## src/rtl/avalon_length_limiter_if.sv

```systemverilog
// -----------------------------------------------------------------------------
// avalon_st_if
// Avalon-ST style stream bundle used by avalon_length_limiter.
//
// Parameter
//   DATA_WIDTH_IN_BYTES : bytes per beat (data is 8*DATA_WIDTH_IN_BYTES bits)
//
// Signals
//   data  : beat payload, byte 0 in the most-significant byte
//   valid : source has a beat
//   rdy   : sink accepts a beat this cycle
//   sop   : first beat of a message
//   eop   : last beat of a message
//   empty : number of unused (lowest-order) bytes on an eop beat
//
// Modports
//   master : drives data/valid/sop/eop/empty, receives rdy
//   slave  : receives data/valid/sop/eop/empty, drives rdy
// -----------------------------------------------------------------------------
interface avalon_st_if #(
   parameter int DATA_WIDTH_IN_BYTES = 8
);
   localparam int EMPTY_W = (DATA_WIDTH_IN_BYTES > 1) ? $clog2(DATA_WIDTH_IN_BYTES) : 1;

   logic [8*DATA_WIDTH_IN_BYTES-1:0] data;
   logic                             valid;
   logic                             rdy;
   logic                             sop;
   logic                             eop;
   logic [EMPTY_W-1:0]               empty;

   modport master (output data, output valid, output sop, output eop, output empty,
                   input  rdy);
   modport slave  (input  data, input  valid, input  sop, input  eop, input  empty,
                   output rdy);
endinterface

```

## src/rtl/avalon_length_limiter.sv

```systemverilog
// -----------------------------------------------------------------------------
// avalon_length_limiter
// Truncates Avalon-ST messages that exceed MAX_MSG_BYTES. The truncated beat is
// emitted with eop=1 and a recomputed empty, the rest of the oversize message
// is swallowed, and too_long_indi pulses once. Beats that arrive outside a
// message (no sop) are dropped. Output is a single registered stage.
//
// Parameters
//   DATA_WIDTH_IN_BYTES : bytes per beat on both streams
//   MAX_MSG_BYTES       : maximum message length, 1..65535
//
// Ports
//   clk            : clock, rising edge
//   rst            : synchronous active-high reset
//   msg_in         : input stream (slave), assumed sop/eop clean
//   msg_out        : length-limited output stream (master)
//   too_long_indi  : one-cycle pulse when a truncated eop beat first appears
//   msg_len        : byte count of the message ending on the current eop beat
//   msg_len_valid  : one-cycle pulse with each output eop beat
//
// Optional feature
//   AVALON_LIMITER_LEN_REPORT_EN : when defined, adds msg_len / msg_len_valid
// -----------------------------------------------------------------------------
module avalon_length_limiter #(
   parameter int DATA_WIDTH_IN_BYTES = 8,
   parameter int MAX_MSG_BYTES       = 1518
) (
   input  logic              clk,
   input  logic              rst,
   avalon_st_if.slave        msg_in,
   avalon_st_if.master       msg_out,
`ifdef AVALON_LIMITER_LEN_REPORT_EN
   output logic [15:0]       msg_len,
   output logic              msg_len_valid,
`endif
   output logic              too_long_indi
);

   localparam int DW      = DATA_WIDTH_IN_BYTES;
   localparam int DATA_W  = 8 * DW;
   localparam int EMPTY_W = (DW > 1) ? $clog2(DW) : 1;
   // Counter must hold a full message plus one more beat without wrapping.
   localparam int CNT_W   = $clog2(MAX_MSG_BYTES + DW + 1);

   typedef enum logic [1:0] {
      BETWEEN_MSG = 2'd0,
      IN_MSG      = 2'd1,
      DROPPING    = 2'd2
   } state_t;

   // Zero the lowest-order 'e' bytes of a beat.
   function automatic logic [DATA_W-1:0] mask_empty(input logic [DATA_W-1:0] d,
                                                    input logic [EMPTY_W-1:0] e);
      logic [DATA_W-1:0] r;
      r = d;
      for (int j = 0; j < DW; j++) begin
         if (j < int'(e)) begin
            r[8*j +: 8] = 8'h00;
         end
      end
      return r;
   endfunction

   state_t              state_q, state_d;
   logic [CNT_W-1:0]    cnt_q, cnt_d;

   logic                out_valid_q, out_valid_d;
   logic                out_sop_q, out_sop_d;
   logic                out_eop_q, out_eop_d;
   logic [EMPTY_W-1:0]  out_empty_q, out_empty_d;
   logic [DATA_W-1:0]   out_data_q, out_data_d;
   logic                too_long_q, too_long_d;

`ifdef AVALON_LIMITER_LEN_REPORT_EN
   logic [15:0]         len_q, len_d;
   logic                len_vld_q, len_vld_d;
`endif

   logic                out_free;
   logic                in_rdy;
   logic                accept;
   logic                forward;
   logic                trunc;
   logic [CNT_W-1:0]    beat_bytes;
   logic [CNT_W-1:0]    base;
   logic [CNT_W-1:0]    sum;
   logic [CNT_W-1:0]    room;
   logic [EMPTY_W-1:0]  trunc_empty;

   // Output register can take a new beat when it is empty or being drained.
   assign out_free = !out_valid_q || msg_out.rdy;
   // While dropping nothing is written to the output register, so the input
   // can be drained at full rate regardless of downstream backpressure.
   assign in_rdy   = (state_q == DROPPING) || out_free;
   assign accept   = msg_in.valid && in_rdy;

   assign beat_bytes = msg_in.eop ? (CNT_W'(DW) - CNT_W'(msg_in.empty)) : CNT_W'(DW);
   // A new message restarts the count, so the first beat sees a base of 0.
   assign base       = (state_q == IN_MSG) ? cnt_q : '0;
   assign sum        = base + beat_bytes;

   assign forward = accept &&
                    (((state_q == BETWEEN_MSG) && msg_in.sop) || (state_q == IN_MSG));

   // Reaching exactly the limit without eop also truncates: the next beat
   // would necessarily exceed it.
   assign trunc = (sum > CNT_W'(MAX_MSG_BYTES)) ||
                  ((sum == CNT_W'(MAX_MSG_BYTES)) && !msg_in.eop);

   // base is always below the limit here, so room is 1..DW on a truncation.
   assign room        = CNT_W'(MAX_MSG_BYTES) - base;
   assign trunc_empty = EMPTY_W'(CNT_W'(DW) - room);

   always_comb begin
      state_d     = state_q;
      cnt_d       = cnt_q;
      out_valid_d = out_free ? 1'b0 : out_valid_q;
      out_sop_d   = out_sop_q;
      out_eop_d   = out_eop_q;
      out_empty_d = out_empty_q;
      out_data_d  = out_data_q;
      too_long_d  = 1'b0;
`ifdef AVALON_LIMITER_LEN_REPORT_EN
      len_d       = len_q;
      len_vld_d   = 1'b0;
`endif

      if (forward) begin
         out_valid_d = 1'b1;
         out_sop_d   = (state_q == BETWEEN_MSG);
         if (trunc) begin
            out_eop_d   = 1'b1;
            out_empty_d = trunc_empty;
            cnt_d       = CNT_W'(MAX_MSG_BYTES);
            too_long_d  = 1'b1;
            state_d     = msg_in.eop ? BETWEEN_MSG : DROPPING;
         end else begin
            out_eop_d   = msg_in.eop;
            out_empty_d = msg_in.eop ? msg_in.empty : '0;
            cnt_d       = sum;
            state_d     = msg_in.eop ? BETWEEN_MSG : IN_MSG;
         end
         out_data_d = mask_empty(msg_in.data, out_empty_d);
`ifdef AVALON_LIMITER_LEN_REPORT_EN
         if (out_eop_d) begin
            len_vld_d = 1'b1;
            len_d     = trunc ? 16'(MAX_MSG_BYTES) : 16'(sum);
         end
`endif
      end else if (accept && (state_q == DROPPING) && msg_in.eop) begin
         state_d = BETWEEN_MSG;
         cnt_d   = '0;
      end
   end

   // ---- output register stage ----
   always_ff @(posedge clk) begin
      if (rst) begin
         state_q     <= BETWEEN_MSG;
         cnt_q       <= '0;
         out_valid_q <= 1'b0;
         out_sop_q   <= 1'b0;
         out_eop_q   <= 1'b0;
         out_empty_q <= '0;
         out_data_q  <= '0;
         too_long_q  <= 1'b0;
`ifdef AVALON_LIMITER_LEN_REPORT_EN
         len_q       <= '0;
         len_vld_q   <= 1'b0;
`endif
      end else begin
         state_q     <= state_d;
         cnt_q       <= cnt_d;
         out_valid_q <= out_valid_d;
         out_sop_q   <= out_sop_d;
         out_eop_q   <= out_eop_d;
         out_empty_q <= out_empty_d;
         out_data_q  <= out_data_d;
         too_long_q  <= too_long_d;
`ifdef AVALON_LIMITER_LEN_REPORT_EN
         len_q       <= len_d;
         len_vld_q   <= len_vld_d;
`endif
      end
   end

   assign msg_in.rdy    = in_rdy;
   assign msg_out.valid = out_valid_q;
   assign msg_out.sop   = out_sop_q;
   assign msg_out.eop   = out_eop_q;
   assign msg_out.empty = out_empty_q;
   assign msg_out.data  = out_data_q;
   assign too_long_indi = too_long_q;
`ifdef AVALON_LIMITER_LEN_REPORT_EN
   assign msg_len       = len_q;
   assign msg_len_valid = len_vld_q;
`endif

endmodule

```

## src/flat_wrapper.sv

```systemverilog
// flat-port wrapper written by rule: the top's interface ports become plain ports
module avalon_length_limiter_flat 
#(
   parameter int DATA_WIDTH_IN_BYTES = 8,
   parameter int MAX_MSG_BYTES       = 1518
)
  (clk, rst, too_long_indi, msg_in_data, msg_in_valid, msg_in_sop, msg_in_eop, msg_in_empty, msg_in_rdy, msg_out_data, msg_out_valid, msg_out_sop, msg_out_eop, msg_out_empty, msg_out_rdy);
  avalon_st_if #(.DATA_WIDTH_IN_BYTES(DATA_WIDTH_IN_BYTES)) msg_in_i ();
  avalon_st_if #(.DATA_WIDTH_IN_BYTES(DATA_WIDTH_IN_BYTES)) msg_out_i ();
  input  logic clk;
  input  logic rst;
  output logic too_long_indi;
  input wire logic [$bits(msg_in_i.data)-1:0] msg_in_data;
  input wire logic [$bits(msg_in_i.valid)-1:0] msg_in_valid;
  input wire logic [$bits(msg_in_i.sop)-1:0] msg_in_sop;
  input wire logic [$bits(msg_in_i.eop)-1:0] msg_in_eop;
  input wire logic [$bits(msg_in_i.empty)-1:0] msg_in_empty;
  output wire logic [$bits(msg_in_i.rdy)-1:0] msg_in_rdy;
  output wire logic [$bits(msg_out_i.data)-1:0] msg_out_data;
  output wire logic [$bits(msg_out_i.valid)-1:0] msg_out_valid;
  output wire logic [$bits(msg_out_i.sop)-1:0] msg_out_sop;
  output wire logic [$bits(msg_out_i.eop)-1:0] msg_out_eop;
  output wire logic [$bits(msg_out_i.empty)-1:0] msg_out_empty;
  input wire logic [$bits(msg_out_i.rdy)-1:0] msg_out_rdy;
  assign msg_in_i.data = msg_in_data;
  assign msg_in_i.valid = msg_in_valid;
  assign msg_in_i.sop = msg_in_sop;
  assign msg_in_i.eop = msg_in_eop;
  assign msg_in_i.empty = msg_in_empty;
  assign msg_in_rdy = msg_in_i.rdy;
  assign msg_out_data = msg_out_i.data;
  assign msg_out_valid = msg_out_i.valid;
  assign msg_out_sop = msg_out_i.sop;
  assign msg_out_eop = msg_out_i.eop;
  assign msg_out_empty = msg_out_i.empty;
  assign msg_out_i.rdy = msg_out_rdy;
  avalon_length_limiter #(.DATA_WIDTH_IN_BYTES(DATA_WIDTH_IN_BYTES), .MAX_MSG_BYTES(MAX_MSG_BYTES)) u_core (.clk(clk), .rst(rst), .msg_in(msg_in_i), .msg_out(msg_out_i), .too_long_indi(too_long_indi));
endmodule
```

## config.mk

```make
export PLATFORM = sky130hd
export DESIGN_NAME = avalon_length_limiter_flat
export DESIGN_NICKNAME = d
export VERILOG_FILES = /design/src/rtl/avalon_length_limiter_if.sv /design/src/rtl/avalon_length_limiter.sv /design/src/flat_wrapper.sv
export SDC_FILE = /design/constraint.sdc
export NUM_CORES = 1
export LEC_CHECK = 0
export ABC_AREA = 1
export BUFFER_PORTS_ARGS = -buffer_cell sky130_fd_sc_hd__buf_2
export CORE_ASPECT_RATIO = 0.8
export CORE_MARGIN = 1
export CORE_UTILIZATION = 44
export DETAILED_ROUTE_END_ITERATION = 7
export PLACE_DENSITY = 0.82
export RECOVER_POWER = 100
export SYNTH_ARGS = -nofsm -noshare
export SYNTH_HDL_FRONTEND = slang
export SYNTH_SLANG_ARGS = --single-unit
```

## constraint.sdc

```tcl
create_clock -name clk -period 2.74 [get_ports clk]
set_clock_uncertainty 0.15 [all_clocks]
set_input_delay 0.137 -clock clk [delete_from_list [all_inputs] [get_ports clk]]
set_output_delay 0.137 -clock clk [all_outputs]
set_load 0.01 [all_outputs]
```

Word-level counts from Yosys, hierarchy flattened:

Index checks and enable logic that the tools add are counted.

* output and inout bits: 72
* word-level logic and storage cells: 64
* bits of input ports: 73
* bits in registers: 84

* $lt $le $gt $ge: 8
* add/subtract/negate cells: 4
* mux-type cells: 24
* equality and inequality tests: 3
* reductions and logical operators: 16
* bitwise logic cells: 1

Operators with widths (count)
* 8-bit 2-to-1 mux: 7
* 11-bit 2-to-1 mux: 5
* 11-bit adder: 1
* 11-bit equality test, second input constant: 1
* 11-bit > comparator, second input constant: 1
* 3-bit < comparator, first input constant: 3
* 3-bit 2-to-1 mux: 3
* 2-bit 2-to-1 mux: 4
* 1-bit logical AND: 6
* 1-bit by 3-bit < comparator with 1-bit output, first input constant: 2
* 2-bit by 3-bit < comparator with 1-bit output, first input constant: 2
* 1-bit 2-to-1 mux: 5
* 4-bit by 3-bit subtractor with 5-bit output, first input constant: 1
* 1-bit logical OR: 4
* 2-bit nonzero test: 2
* 1-bit by 3-bit subtractor with 3-bit output, first input constant: 1
* 3-bit subtractor, first input constant: 1
* 2-bit by 1-bit equality test with 1-bit output, second input constant: 1
* 2-bit equality test, second input constant: 1
* 1-bit zero test: 2
* 2-bit zero test: 1
* 2-bit OR reduction: 1
* 1-bit NOT: 1

Longest topological paths before layout:

Gate-level depths: netlist (run 1).

* word-level depth: 10
* depth in mapped cells: 22

Least setup slack after synthesis (run 1):

No wires, ideal clock.

* kind: reg-to-reg
* start point: register u_core.state_q[0]
* end point: register u_core.out_data_q[48], in the netlist u_core.msg_out.data[48]
* stages on the path, launching flop included: 17
* setup time: 0.132 ns
* buffers on the path: 1
* arrival time: 2.742 ns
* setup slack: -0.284 ns
* path through: dfxtp_1 > buf_6 > nand2_2 > nor2_1 > ha_1 > inv_1 > fa_1 > nand3b_1 > nand2_1 > nand3_2 > nor3_2 > xnor2_2 > nand3_1 > nand2_4 > nand3_1 > nand2_1 > a21oi_1

* cells in the longest elaborated chain, start to end: 10

RTL lines
* start, declared: RTL line avalon_length_limiter.sv:64 `state_t state_q, state_d;`
* start signal, assigned: RTL line avalon_length_limiter.sv:172 `state_q <= state_d;`
* branches (longest 10 deep; another with 11-bit adder)
* end signal, assigned: RTL line avalon_length_limiter.sv:178 `out_data_q <= out_data_d;`
* end, declared: RTL line avalon_length_limiter.sv:71 `logic [DATA_W-1:0] out_data_q, out_data_d;`

Parallel ways; which one is timed is not known. The select of a mux whose other input is x is not followed.
A chain may end at the register's enable or synchronous reset.

Final worst setup path (run 1):

* start point: register u_core.state_q[1]
* end point: register u_core.out_data_q[15], in the netlist u_core.msg_out.data[15]

* cells in the longest elaborated chain, start to end: 10

RTL lines
* branches (longest 10 deep; another with 11-bit adder)

Parallel ways; which one is timed is not known. The select of a mux whose other input is x is not followed.

==> flow_summary_export.csv, run 1 <==
group,metric,value,unit
sta,final_hold_viol_count,0,
global_route,number_of_antenna_violations_at_the_first_check_in_global_routing,0,
critical_path,cp_data_required_time,2880,ps
sta,timing.slew.headroom,0.613,
die,rows,30,
detailed_routing,firstDrtPassIters,5,
detailed_routing,drc_errors,0,
final_layout,final_nets,874,
sta,timing_max_transition_violations_final,0,
sta,final_period_minus_worst_setup_slack,3180,ps
final_layout,final_core_density,0.746,
sta,max_freq,0.314,GHz
global_route,grt_start_max_net_pins,43,
sta,fin_hold_ws,98.3,ps
detailed_routing,detail_route.vias_per_cell,5.11,
die,fp.coreArea,8480,µm²
critical_path,crit_arrival,3320,ps
min_path,timing.hold.worst_path_depth,2,
clock_tree,clockRootBuffer,"sky130_fd_sc_hd__clkbuf_8",
power_and_ir_drop,static-leakage-power,0.00266,µW
die,fp.dieArea,9170,µm²
synth,synth_top_family_by_area,"simple AND/OR/NAND/NOR gates",
global_route,globalRoute.totalOverflow,0,
synth,synthAdderAreaFrac,0.0214,
synth,yosysUniqueCellTypes,33,
sta,final_min_period_over_clock_period,1.16,
detailed_routing,detail_route.wl_per_cell,15.5,µm
place,preCtsSetupSlack,-323,ps
critical_path,path_max_fanout,12,
sta,worst_pin_slew,580,ps
synth,ys.warnings.count,0,
sta,rsz0062_at_grt,"yes",
final_layout,fin_area,6330,µm²
power_and_ir_drop,power-per-cell-area,427,nW/µm²
place,place.gp.congestion,0.921,
global_route,groute.usage.overall,0.285,
synth,gate_count_of_the_mapped_netlist,545,
synth,area_fraction_in_compound_gates_after_synthesis,0.129,
die,die-width,107,µm
clock_tree,clock_tree_from_tritoncts,"yes",
die,die_y,85.8,µm
final_layout,area_growth_from_synthesis_to_layout,63.8,%
clock_tree,worst_setup_hold_path_clk_slew,100,ps
flow_run,timing.max_cap.violations,0,
run_status,failed_checks,"setup timing",
sta,fin_ws,-440,ps
critical_path,worstSetupStartpointType,"register",
global_route,first_global_vias,4313,
power_and_ir_drop,report.power.total,2700,µW
final_layout,num_antenna_cells,0,
detailed_routing,postRouteAntennaNets,0,
run_status,status,"finished, violations left",
clock_tree,cts-htree-levels,3,
clock_tree,tritoncts.num_buffers,9,
critical_path,setup.worst_path.class,"register to register",
synth,post_synth_xor_area_fraction,0.0110,
critical_path,worstRegToRegCells,20,
synth,muxShareOfSynthArea,0,
synth,syn_area,3860,µm²
synth,yosys_register_bits,84,
detailed_routing,drt_iter0_markers,356,
min_path,min-delay-path-class,"primary input to register",
power_and_ir_drop,peakVddDrop,0.373,mV
synth,postSynthAreaPerCell,7.09,µm²
synth,synth_simple_gate_area_frac,0.310,
synth,sequential_to_total_area_share_from_yosys_stat,0.435,
die,initial_core_util,0.456,
place,detailed_place_hpwl,8250,µm
critical_path,setup.worst_path.end_class,"register",
synth,synth_nets,624,
clock_tree,clock_insertion_delay_worst_skew,370,ps
clock_tree,cts_sinks,84,
detailed_routing,wirelength,14200,µm
sta,finalSetupViolCount,72,
global_route,grt_pass1_wl,20500,µm
die,io_pins,145,
clock_tree,cts-root-to-sink-buffers,2,
place,detailed_place.area,5000,µm²
detailed_routing,detailroute.via_count,4661,
final_layout,drive_above_1_share,0.314,
place,io_buffer_count,144,
-- cells in the mapped netlist --
cell type / count / area share
sky130_fd_sc_hd__o21ai_0: 18 / 0.023
sky130_fd_sc_hd__nand3_2: 1 / 0.0026
sky130_fd_sc_hd__inv_4: 1 / 0.0016
sky130_fd_sc_hd__nor3_1: 1 / 0.0013
sky130_fd_sc_hd__nor3_2: 1 / 0.0026
sky130_fd_sc_hd__dfxtp_1: 84 / 0.44
sky130_fd_sc_hd__o21ai_1: 1 / 0.0013
sky130_fd_sc_hd__nor2_2: 3 / 0.0049
sky130_fd_sc_hd__nand4_1: 9 / 0.015
sky130_fd_sc_hd__inv_2: 4 / 0.0039
sky130_fd_sc_hd__nand3b_1: 1 / 0.0019
sky130_fd_sc_hd__nor2_8: 1 / 0.0052
sky130_fd_sc_hd__o31ai_1: 2 / 0.0039
sky130_fd_sc_hd__or2_2: 1 / 0.0016
sky130_fd_sc_hd__nand2_4: 2 / 0.0058
sky130_fd_sc_hd__ha_1: 5 / 0.016
sky130_fd_sc_hd__buf_4: 1 / 0.0019
sky130_fd_sc_hd__a21oi_1: 66 / 0.085
sky130_fd_sc_hd__a32o_1: 1 / 0.0026
sky130_fd_sc_hd__buf_6: 3 / 0.0087
sky130_fd_sc_hd__xnor2_2: 1 / 0.0042
sky130_fd_sc_hd__nand2_1: 127 / 0.12
sky130_fd_sc_hd__inv_1: 60 / 0.058
sky130_fd_sc_hd__clkbuf_1: 20 / 0.019
sky130_fd_sc_hd__o22ai_1: 4 / 0.0065
sky130_fd_sc_hd__nand3_1: 51 / 0.066
sky130_fd_sc_hd__o211ai_1: 3 / 0.0058
sky130_fd_sc_hd__fa_1: 1 / 0.0052
sky130_fd_sc_hd__nand2_2: 6 / 0.0097
sky130_fd_sc_hd__nor2_1: 60 / 0.058
sky130_fd_sc_hd__xor2_1: 3 / 0.0068
sky130_fd_sc_hd__nor2_4: 1 / 0.0029
sky130_fd_sc_hd__nand3_4: 2 / 0.0091
-- what timing repair did --
action | CTS | global route
endpoints found under the hold margin | 66 | 0
pin swaps | 8 | 21
endpoints found under the setup margin | 71 | 73
hold buffers | 66 | 0
gates resized for setup | 23 | 79
buffers inserted | 6 | 4
cloned | 1 | 1
-- path summary, 6_finish.rpt --
kind,slack (ps),startpoint,end
max,-440,u_core.state_q[1],u_core.msg_out.data[15]
min,100,rst,u_core.state_q[0]
max reg2reg,-440,u_core.state_q[1],u_core.msg_out.data[15]
min reg2reg,320,u_core.msg_out.data[39],u_core.msg_out.data[39]
-- registers in the layout, indices dropped and copies added, names as in the netlist --
register              count
u_core.msg_out.data      64
u_core.state_q            2
u_core.msg_out.empty      3
u_core.msg_out.eop        1
u_core.msg_out.valid      1
u_core.cnt_q             11
u_core.msg_out.sop        1
u_core.too_long_indi      1
-- per-layer routing --
| layer | GRT usage | share of wire | vias up | wire [µm] |
|---|---|---|---|---|
| li1 | - | - | 2250 | - |
| met1 | 0.337 | 0.40 | 2144 | 5730 |
| met2 | 0.490 | 0.49 | 229 | 6900 |
| met3 | 0.0729 | 0.081 | 38 | 1150 |
| met4 | 0.127 | 0.028 | 0 | 396 |
| met5 | 0 | 0 | - | 0 |
-- cell families after synthesis --
group | Yosys count
simple gates | 267
compound gates | 95
buf+inv | 89
flops | 84
fa+ha+maj | 6
xor+xnor | 4
-- report_power, final --
group	switching (µW)	total, µW	leakage, µW	internal, µW
clock	510	856	0.0000925	345
sequential	32.9	1310	0.000686	1280
combinational	294	536	0.00188	242
-- cells in the final DEF, fill, tap and decap left out, types with 3 or more instances in the layout --
cell type                       Yosys  final
sky130_fd_sc_hd__buf_12             0      3
sky130_fd_sc_hd__nand3_2            1      7
sky130_fd_sc_hd__buf_2              0     72
sky130_fd_sc_hd__buf_4              1     45
sky130_fd_sc_hd__o22ai_1            4      4
sky130_fd_sc_hd__nand2_8            0      5
sky130_fd_sc_hd__a21oi_2            0     27
sky130_fd_sc_hd__dfxtp_1           84     82
sky130_fd_sc_hd__nand2_2            6     25
sky130_fd_sc_hd__nand3_4            2      9
sky130_fd_sc_hd__nand2_1          127     98
sky130_fd_sc_hd__a21oi_1           66     39
sky130_fd_sc_hd__inv_1             60     56
sky130_fd_sc_hd__nor2_2             3      7
sky130_fd_sc_hd__dlygate4sd3_1      0     66
sky130_fd_sc_hd__nand4_1            9      9
sky130_fd_sc_hd__clkbuf_8           0      9
sky130_fd_sc_hd__clkbuf_1          20     72
sky130_fd_sc_hd__inv_6              0      3
sky130_fd_sc_hd__nand2_4            2      7
sky130_fd_sc_hd__buf_6              3      3
sky130_fd_sc_hd__nand3_1           51     38
sky130_fd_sc_hd__o21ai_0           18     17
sky130_fd_sc_hd__nor2_1            60     54
sky130_fd_sc_hd__ha_1               5      3
sky130_fd_sc_hd__nor2_4             1      3
sky130_fd_sc_hd__inv_2              4      7
sky130_fd_sc_hd__o211ai_1           3      3
-- per-stage QoR --
step / cells / TNS [ps]
after floorplan: 545 / -1930
after global placement: 818 / -12230
after detailed placement: 818 / -16540
after CTS: 907 / -13110
after global routing: 912 / -32310
final: 912 / -19390
-- cell type report --
type                            count  area (µm²)
Fill cell                         619        2150
Clock buffer                        9         124
Tap cell                          112         140
Clock inverter                      7        58.8
Multi-Input combinational cell    372        2300
Sequential cell                    84        1680
Inverter                           65         250
Timing Repair Buffer              263        1780
-- worst max-delay path, cell delays in order (launching register included) --
cell and delay [ps]:
sky130_fd_sc_hd__dfxtp_2 350, sky130_fd_sc_hd__inv_4 70, sky130_fd_sc_hd__nand2_8 60, sky130_fd_sc_hd__nor2_4 110, sky130_fd_sc_hd__ha_4 140, sky130_fd_sc_hd__inv_2 30
sky130_fd_sc_hd__fa_2 330, sky130_fd_sc_hd__nand3b_1 210, sky130_fd_sc_hd__nand2_4 140, sky130_fd_sc_hd__buf_4 150, sky130_fd_sc_hd__xor2_4 70, sky130_fd_sc_hd__a21oi_2 160
sky130_fd_sc_hd__nand2_2 80, sky130_fd_sc_hd__nand2_4 140, sky130_fd_sc_hd__nand2_8 90, sky130_fd_sc_hd__nand2_8 90, sky130_fd_sc_hd__nand2_8 70, sky130_fd_sc_hd__nor2_8 190
sky130_fd_sc_hd__buf_16 160, sky130_fd_sc_hd__nand3_1 100, sky130_fd_sc_hd__a21oi_1 210
Note: power is estimated with default switching activity, not from simulation.
==> inputs of run 2 (changes only) <==
- SKIP_CTS_REPAIR_TIMING: not set -> 1
==> run 2 against run 1 <==
Net effect:
- the flow finishes with violations (hold timing, setup timing)
- sequential share of layout area is 0.72 points higher
- combinational power down 2%
- sequential power about the same
- first-iteration DRC count fell by 4.8%
- flip-flop and latch count unchanged
- global-route usage down 4.1 points
- wire length is 1.8% lower
- largest cell class unchanged
- non-clock buffer count shrank 8
- final cell count shrank 0.88%
- highest routed layer unchanged
- critical endpoint is now u_core.msg_out.data[12]
- die area did not move
- power down 0.74%
==> flow_summary_export.csv, run 2 (synthesis gave the netlist of run 1 again) <==
group,metric,value,unit
final_layout,mostFrequentLayoutCells,"sky130_fd_sc_hd__nand2_1 (106), sky130_fd_sc_hd__dfxtp_1 (82), sky130_fd_sc_hd__buf_2 (72), sky130_fd_sc_hd__clkbuf_1 (72), sky130_fd_sc_hd__dlygate4sd3_1 (60)",
die,die_y,85.8,µm
place,io_buffer_count,144,
sta,timing.slew.headroom,0.526,
clock_tree,cts-root-to-sink-buffers,2,
detailed_routing,detail_route.wl_per_cell,15.4,µm
die,rows,30,
place,place.gp.congestion,0.921,
detailed_routing,postRouteAntennaNets,0,
run_status,status,"finished, violations left",
final_layout,area.sequential,1680,µm²
place,dpl.cell_count,818,
sta,fin_ws,-403,ps
final_layout,multiInputGateArea,2190,µm²
power_and_ir_drop,peakVddDrop,0.344,mV
run_status,failed_checks,"hold timing, setup timing",
clock_tree,tritoncts.num_buffers,9,
critical_path,cp_data_required_time,2890,ps
critical_path,crit_start,"u_core.state_q[1]",
critical_path,worstReg2RegEnd,"u_core.msg_out.data[12]",
final_layout,filler_cell_count,654,
min_path,timing.hold.worst_path_depth,5,
final_layout,area_growth_from_synthesis_to_layout,59.5,%
global_route,number_of_antenna_violations_at_the_first_check_in_global_routing,0,
place,detailed_place_hpwl,8250,µm
clock_tree,clock_insertion_delay_worst_skew,370,ps
final_layout,largest_register_ffs,64,
die,die-width,107,µm
die,io_pins,145,
detailed_routing,detail_route.vias_per_cell,5.14,
sta,fin_hold_ws,-38.0,ps
critical_path,crit_arrival,3290,ps
sta,max_freq,0.318,GHz
die,fp.dieArea,9170,µm²
critical_path,worstRegToRegCells,21,
global_route,grt_start_max_net_pins,43,
power_and_ir_drop,power-per-cell-area,435,nW/µm²
critical_path,rr_startpoint,"u_core.state_q[1]",
detailed_routing,drc_errors,0,
global_route,grt_pass1_wl,17600,µm
sta,worst_pin_slew,712,ps
sta,final_min_period_over_clock_period,1.15,
clock_tree,clock_tree_from_tritoncts,"yes",
critical_path,worstSetupStartpointType,"register",
final_layout,drive_above_1_share,0.285,
critical_path,path_max_fanout,6,
clock_tree,cts-htree-levels,3,
critical_path,setup.worst_path.end_class,"register",
detailed_routing,drt_iter0_markers,339,
final_layout,post_layout_nonfiller_instances,904,
clock_tree,worst_setup_hold_path_clk_slew,90,ps
detailed_routing,firstDrtPassIters,5,
die,fp.coreArea,8480,µm²
power_and_ir_drop,static-leakage-power,0.00265,µW
global_route,globalRoute.totalOverflow,0,
min_path,hold_path_end,"u_core.msg_out.data[0]",
critical_path,r2r_slack,-400,ps
global_route,groute.usage.overall,0.244,
die,initial_core_util,0.456,
min_path,holdCritStartpoint,"msg_in_data[0]",
sta,rsz0062_at_grt,"yes",
critical_path,setup.worst_path.class,"register to register",
sta,final_period_minus_worst_setup_slack,3140,ps
sta,final_hold_viol_count,6,
final_layout,final_nets,866,
global_route,first_global_vias,3741,
flow_run,timing.max_cap.violations,0,
min_path,min-delay-path-class,"primary input to register",
sta,timing_max_transition_violations_final,0,
clock_tree,clockRootBuffer,"sky130_fd_sc_hd__clkbuf_8",
detailed_routing,detailroute.via_count,4649,
clock_tree,cts_sinks,84,
sta,finalSetupViolCount,72,
power_and_ir_drop,report.power.total,2680,µW
final_layout,layout.cells.most_common,"sky130_fd_sc_hd__nand2_1",
final_layout,num_antenna_cells,0,
detailed_routing,wirelength,13900,µm
[run 2: layout make-up]
cell class / instances / share of cell area
Clock buffer: 9 / 0.0201
Clock inverter: 7 / 0.00954
Inverter: 65 / 0.0412
Multi-Input combinational cell: 372 / 0.355
Tap cell: 112 / 0.0227
Timing Repair Buffer: 255 / 0.279
Sequential cell: 84 / 0.273
[run 2: stage by stage]
step | instance area [µm²] | setup WS, ps | TNS (ps) | utilization
after floorplan | 3930 | -95.1 | -1930 | -
after global routing | 6160 | -551 | -31600 | 0.727
after detailed placement | 5000 | -323 | -16540 | 0.590
after global placement | 5000 | -211 | -12230 | 0.590
after CTS | 5180 | -349 | -18360 | 0.611
final | 6160 | -403 | -21730 | 0.727
[run 2: power breakdown]
part	total [µW]	internal [µW]	switching, µW	leakage [µW]
combinational	523	236	288	0.00187
clock	849	345	504	0.0000925
sequential	1310	1280	32.5	0.000686
total	2680	1860	824	0.00265
[run 2: critical path, stage by stage (launching register included)]
cell and delay (ps):
sky130_fd_sc_hd__dfxtp_2 350, sky130_fd_sc_hd__inv_4 70, sky130_fd_sc_hd__nand2_8 60, sky130_fd_sc_hd__nor2_4 130, sky130_fd_sc_hd__ha_4 140, sky130_fd_sc_hd__inv_2 30, sky130_fd_sc_hd__fa_2 330, sky130_fd_sc_hd__nand3b_1 220
sky130_fd_sc_hd__nand2_4 150, sky130_fd_sc_hd__nand3_2 100, sky130_fd_sc_hd__nand2_2 90, sky130_fd_sc_hd__nand3_2 70, sky130_fd_sc_hd__nor2_2 120, sky130_fd_sc_hd__nand2_2 70, sky130_fd_sc_hd__nand2_4 100, sky130_fd_sc_hd__nand2_4 90
sky130_fd_sc_hd__nand2_4 110, sky130_fd_sc_hd__nand2_8 90, sky130_fd_sc_hd__nor2_8 180, sky130_fd_sc_hd__buf_12 150, sky130_fd_sc_hd__nand3_2 80, sky130_fd_sc_hd__a21oi_2 150
[run 2: worst max-delay path by stage]
| stage | end | cells after the start |
|---|---|---|
| CTS | u_core.msg_out.data[43] | 19 |
| global route | u_core.msg_out.data[20] | 21 |
| finish | u_core.msg_out.data[12] | 21 |
| detailed placement | u_core.msg_out.data[36] | 20 |
| floorplan | u_core.msg_out.data[17] | 21 |
| global placement | u_core.msg_out.data[21] | 21 |
[run 2: layer usage]
layer,up-vias,global-route usage,share of wire
met4,0,0.0598,0.023
met5,-,0,0
li1,2243,-,-
met2,226,0.404,0.48
met1,2152,0.311,0.43
met3,28,0.0767,0.070
